==> config.mk <==
export PLATFORM = sky130hd
export DESIGN_NAME = ptp_b
export DESIGN_NICKNAME = d
export VERILOG_FILES = /design/src/rtl/ptp_b.sv
export SDC_FILE = /design/constraint.sdc
export NUM_CORES = 1
export LEC_CHECK = 0
export CORE_AREA = 4 4 88 90
export CTS_CLUSTER_DIAMETER = 30
export DETAILED_ROUTE_END_ITERATION = 16
export DIE_AREA = 0 0 92 94
export PLACE_DENSITY = 0.77
export SYNTH_ARGS = -nofsm -noshare
export SYNTH_HDL_FRONTEND = slang
export SYNTH_SLANG_ARGS = --single-unit
==> constraint.sdc <==
create_clock -name clock -period 2.2 [get_ports clock]
set_input_delay 0.55 -clock clock [delete_from_list [all_inputs] [get_ports clock]]
set_output_delay 0.55 -clock clock [all_outputs]
set_load 0.005 [all_outputs]
==> src/rtl/ptp_b.sv <==
// ptp_b: narrow/wide width bridge with two independent handshake channels.
// Assembler packs IN_W beats LSB-first into OUT_W words; disassembler splits.
//
// Ports:
//   clock, reset_i (async, active low), clear_i (sync flush, active high)
//   a_valid_i/a_ready_o/a_data_i : narrow beats into the assembler
//   w_valid_o/w_ready_i/w_data_o : assembled wide words out
//   d_valid_i/d_ready_o/d_data_i : wide words into the disassembler
//   b_valid_o/b_ready_i/b_data_o : narrow beats out
//   a_cnt_o : beats held in the partial word, err_o : timeout pulse
//
// Optional build macro PTP_B_TIMEOUT_EN: drop a partial word after
// TIMEOUT_CYC idle cycles and pulse err_o. Without it err_o is tied low.

module ptp_b #(
   parameter int IN_W        = 8,
   parameter int OUT_W       = 32,
   parameter int TIMEOUT_CYC = 255
) (
   input  logic                           clock,
   input  logic                           reset_i,
   input  logic                           clear_i,
   input  logic                           a_valid_i,
   output logic                           a_ready_o,
   input  logic [IN_W-1:0]                a_data_i,
   output logic                           w_valid_o,
   input  logic                           w_ready_i,
   output logic [OUT_W-1:0]               w_data_o,
   input  logic                           d_valid_i,
   output logic                           d_ready_o,
   input  logic [OUT_W-1:0]               d_data_i,
   output logic                           b_valid_o,
   input  logic                           b_ready_i,
   output logic [IN_W-1:0]                b_data_o,
   output logic [$clog2(OUT_W/IN_W)-1:0]  a_cnt_o,
   output logic                           err_o
);

   localparam int BEATS = OUT_W / IN_W;
   localparam int CW    = $clog2(BEATS);

   if ((OUT_W % IN_W) != 0 || BEATS < 2 || TIMEOUT_CYC < 1) begin : g_param_chk
      $error("ptp_b: need OUT_W = k*IN_W with k >= 2 and TIMEOUT_CYC >= 1");
   end

   typedef enum logic {FILL, HOLD} a_state_t;
   typedef enum logic {IDLE, SEND} d_state_t;

   // ---------------- assembler ----------------

   a_state_t a_st_q, a_st_d;
   logic     a_fire, w_fire, a_last, a_drop;

   assign a_fire = a_valid_i & a_ready_o;
   assign w_fire = w_valid_o & w_ready_i;
   assign a_last = (a_cnt_o == CW'(BEATS - 1));

   always_ff @(posedge clock or negedge reset_i) begin
      if (!reset_i) a_st_q <= FILL;
      else          a_st_q <= a_st_d;
   end

   always_comb begin
      a_st_d = a_st_q;
      if (clear_i) begin
         a_st_d = FILL;
      end else begin
         unique case (a_st_q)
            FILL: if (a_fire && a_last) a_st_d = HOLD;
            HOLD: if (w_fire)           a_st_d = FILL;
         endcase
      end
   end

   // While a word is held, a new beat is only taken alongside the word
   // handshake so the next word starts without a bubble.
   always_comb begin
      a_ready_o = 1'b1;
      w_valid_o = 1'b0;
      unique case (a_st_q)
         FILL: ;
         HOLD: begin
            w_valid_o = 1'b1;
            a_ready_o = w_ready_i;
         end
      endcase
   end

   // a_cnt_o is zero in HOLD, so a beat accepted there lands in slice 0.
   always_ff @(posedge clock or negedge reset_i) begin
      if (!reset_i) begin
         a_cnt_o  <= '0;
         w_data_o <= '0;
      end else if (clear_i || a_drop) begin
         a_cnt_o <= '0;
      end else if (a_fire) begin
         for (int k = 0; k < BEATS; k++) begin
            if (a_cnt_o == CW'(k)) w_data_o[k*IN_W +: IN_W] <= a_data_i;
         end
         if (a_st_q == FILL && a_last) a_cnt_o <= '0;
         else                          a_cnt_o <= a_cnt_o + CW'(1);
      end
   end

`ifdef PTP_B_TIMEOUT_EN
   localparam int TW = $clog2(TIMEOUT_CYC + 1);

   logic [TW-1:0] idle_q;
   logic          err_q;
   logic          idle_run;

   assign idle_run = (a_st_q == FILL) && (a_cnt_o != '0) && !a_fire;
   assign a_drop   = idle_run && (idle_q == TW'(TIMEOUT_CYC - 1));
   assign err_o    = err_q;

   always_ff @(posedge clock or negedge reset_i) begin
      if (!reset_i) begin
         idle_q <= '0;
         err_q  <= 1'b0;
      end else begin
         err_q <= 1'b0;
         if (clear_i || a_fire) begin
            idle_q <= '0;
         end else if (a_drop) begin
            idle_q <= '0;
            err_q  <= 1'b1;
         end else if (idle_run) begin
            idle_q <= idle_q + TW'(1);
         end
      end
   end
`else
   assign a_drop = 1'b0;
   assign err_o  = 1'b0;
`endif

   // ---------------- disassembler ----------------

   d_state_t         d_st_q, d_st_d;
   logic [OUT_W-1:0] d_sh_q;
   logic [CW-1:0]    b_idx_q;
   logic             d_fire, b_fire, b_last;

   assign d_fire   = d_valid_i & d_ready_o;
   assign b_fire   = b_valid_o & b_ready_i;
   assign b_last   = (b_idx_q == CW'(BEATS - 1));
   assign b_data_o = d_sh_q[IN_W-1:0];

   always_ff @(posedge clock or negedge reset_i) begin
      if (!reset_i) d_st_q <= IDLE;
      else          d_st_q <= d_st_d;
   end

   always_comb begin
      d_st_d = d_st_q;
      if (clear_i) begin
         d_st_d = IDLE;
      end else begin
         unique case (d_st_q)
            IDLE: if (d_fire) d_st_d = SEND;
            SEND: if (b_fire && b_last) d_st_d = d_fire ? SEND : IDLE;
         endcase
      end
   end

   // The last beat handshake frees the word register in the same cycle.
   always_comb begin
      d_ready_o = 1'b1;
      b_valid_o = 1'b0;
      unique case (d_st_q)
         IDLE: ;
         SEND: begin
            b_valid_o = 1'b1;
            d_ready_o = b_ready_i & b_last;
         end
      endcase
   end

   // The low slice of the shift register is the outgoing beat.
   always_ff @(posedge clock or negedge reset_i) begin
      if (!reset_i) begin
         d_sh_q  <= '0;
         b_idx_q <= '0;
      end else if (!clear_i) begin
         if (d_fire) begin
            d_sh_q  <= d_data_i;
            b_idx_q <= '0;
         end else if (b_fire && !b_last) begin
            d_sh_q  <= {{IN_W{1'b0}}, d_sh_q[OUT_W-1:IN_W]};
            b_idx_q <= b_idx_q + CW'(1);
         end
      end
   end

endmodule

==> flow_metrics.tcl <==
set metrics [dict create \
    outcome "finished, final reports clean" \
    vias_per_cell 5.01 \
    insertion_delay_ns 0.34 \
    drc_errors 0 \
    cts_made_buffers 9 \
    crit_fanout 3 \
    asyncSetResetFlopFracSynth 1.00 \
    synth_top_cell_area_share 0.576 \
    grt_pass1_wl_um 11000 \
    syn2layout_area_growth_pct 42.5 \
    cp.buffers_inverters 2 \
    drtPass1Iterations 6 \
    cts-hold-fix-buffers 0 \
    clock-sinks 70 \
    design.core.area_mm2 0.00706 \
    timing_max_transition_violations_final 0 \
    timing.setup.critical_path_class "reg -> out" \
    yosys_register_bits 70 \
    rows 31 \
    nNetsFinal 362 \
    worst_ep_required_time_ns 1.65 \
    stdcell_count 414 \
    critPathSlowestCell "clkdlybuf4s50_1" \
    clkTransAtPathRegs_ns 0.08 \
    rrSetupSlack_ns 0.46 \
    critPathCaptureType "output pin" \
    syn-num-nets 265 \
    filler_cell_count 589 \
    synth-warning-count 0 \
    footprint_of_the_multi_input_gates_mm2 0.00116 \
    post_synth_inst_count 213 \
    post_route_cells_drive_above_1_share 0.330 \
    initialDrtViolationCount 99 \
    replace_congestion 0.790 \
    io_pins 94 \
    finalWorstPathRequiredPeriod_ns 2.14 \
    crit_path_largest_cell_delay_ns 0.43 \
    tritoncts "built" \
    vdd_ir_drop_max_uv 408 \
    postSynthAreaPerCell_um2 14.3 \
    power.leakage_nw 1.89 \
    synthMostInstantiatedCell "dfrtp_1" \
    grt_use_total 0.166 \
    max_cap_violations 0 \
    detailed_place_hpwl_um 4890 \
    period_share 0.974 \
    mappedNetlistArea_mm2 0.00304 \
    ff_latch_area_mm2 0.00175 \
    finalSetupViolations 0 \
    synth_edf_count 0 \
    worst-endpoint-arrival_ns 1.59 \
    totalWireLength_um 6950 \
    gr-total-overflow 0 \
    worstSetupPathDepth 4 \
    synth_area_leader_cell "dfrtp_1" \
    design.die.area_mm2 0.00865 \
    fp.dieW_um 92 \
    setup.worst_path.start_class "register" \
    critical_path.top_delay_family "buffers and inverters" \
    ant_nets 0 \
    synth_cell_types 30 \
    vias_in_the_first_global_route 2168 \
    start_util 0.431 \
    fin_total_pwr_mw 3.66 \
    ys_dominant_reg_cell "dfrtp_1" \
    dpl.cell_count 397 \
    ys_seq_area_frac 0.576 \
    achievable-frequency_mhz 467 \
    maximum_number_of_pins_on_one_net_before_global_route_repair 71 \
    power_density_mw_per_mm2 846 \
    antenna_found_initial 0 \
    root_buffer "clkbuf_8" \
    yosys-top-cells-area "dfrtp_1, mux2_2, a221o_2" \
    r2r_cells 7 \
    worst_path_cell_chain "ha_4 > a21boi_2 > inv_1 > clkdlybuf4s50_1" \
    dieHeight_um 94 \
    placement.io_buffers 92 \
    hold_fails_final_rpt 0 \
    antenna_cells_inserted 0 \
    cts.path.max_buffers 2 \
    fin_worst_skew_ns 0.00930 \
    synth_common_cells "dfrtp_1, mux2_2, a221o_2" \
    detailroute.via_count 2073 \
    min-delay-path-class "in -> async" \
    number_of_h_tree_levels 3 \
    wl_per_cell_um 16.8 \
]
## power by group
group / switching (mW) / total [mW] / internal (mW)
Combinational: 0.269 / 0.876 / 0.606
Sequential: 0.135 / 1.67 / 1.54
Clock: 0.478 / 1.11 / 0.636
## routing by layer
layer | vias up | global-route usage | part of all wire
li1 | 970 | - | -
met1 | 1046 | 0.206 | 0.42
met2 | 49 | 0.273 | 0.52
met3 | 8 | 0.0449 | 0.040
met4 | 0 | 0.0743 | 0.013
met5 | - | 0 | 0
## timing repair
item	CTS	global route
resized for setup	3	1
pin swaps	0	1
endpoints found under the hold margin	0	0
endpoints found under the setup margin	2	1
setup buffers	0	1
## state kept, by name, summed over array words and instances (netlist names)
| signal | flops |
|---|---|
| a_cnt_o | 2 |
| a_st_q | 1 |
| b_idx_q | 2 |
| d_sh_q | 32 |
| d_st_q | 1 |
| w_data_o | 32 |
## path summary, 6_finish.rpt
path | from | end
setup / recovery | b_idx_q[0] | d_ready_o
hold / removal | reset_i | w_data_o[18]
setup reg to reg | b_idx_q[0] | d_sh_q[16]
hold reg to reg | d_sh_q[24] | d_sh_q[24]
max in group asynchronous | reset_i | a_cnt_o[0]
min in group clock | d_sh_q[24] | d_sh_q[24]
## cell families after synthesis
logic type,Yosys count,synth area share
simple gates,37,0.0988
other cells,1,0.00123
buf+inv,26,0.0490
fa+ha+maj,5,0.0206
mux,33,0.122
flops,70,0.576
compound gates,41,0.132
## cell type report
cell class / count / share of cell area
Tap cell: 99 / 0.0286
Inverter: 8 / 0.00693
Clock buffer: 10 / 0.0295
Clock inverter: 6 / 0.0199
Sequential cell: 70 / 0.405
Timing Repair Buffer: 104 / 0.243
Multi-Input combinational cell: 117 / 0.267
## worst reg2reg max path, stage by stage (launching register included)
cell      delay, ns
dfrtp_1        0.42
ha_4           0.20
a21boi_2       0.15
buf_4          0.12
buf_4          0.12
nor3b_4        0.05
buf_12         0.16
a221o_2        0.40
## cells in the final DEF, fill, tap and decap left out, drive strengths merged, types with 5 or more instances in the layout
cell type	count
buf	13
ha	5
dfrtp	70
inv	7
clkbuf	10
clkdlybuf4s50	89
a22o	9
a221o	24
and2	24
mux2	33
## stage by stage
stage / instance area, µm² / TNS [ns] / setup slack [ns] / util / hold slack (ns)
6_report: 4330 / 0 / 0.0570 / 0.613 / 0.212
5_1_grt: 4330 / -0.00412 / -0.00412 / 0.613 / 0.232
4_1_cts: 4310 / 0 / 0.0110 / 0.611 / 0.225
3_5_place_dp: 4100 / -0.140 / -0.116 / 0.581 / 0.474
3_3_place_gp: 4100 / -0.104 / -0.0987 / 0.581 / 0.475
2_1_floorplan: 3040 / 0 / 0.533 / - / 0.254
Note: power is estimated with default switching activity, not from simulation.
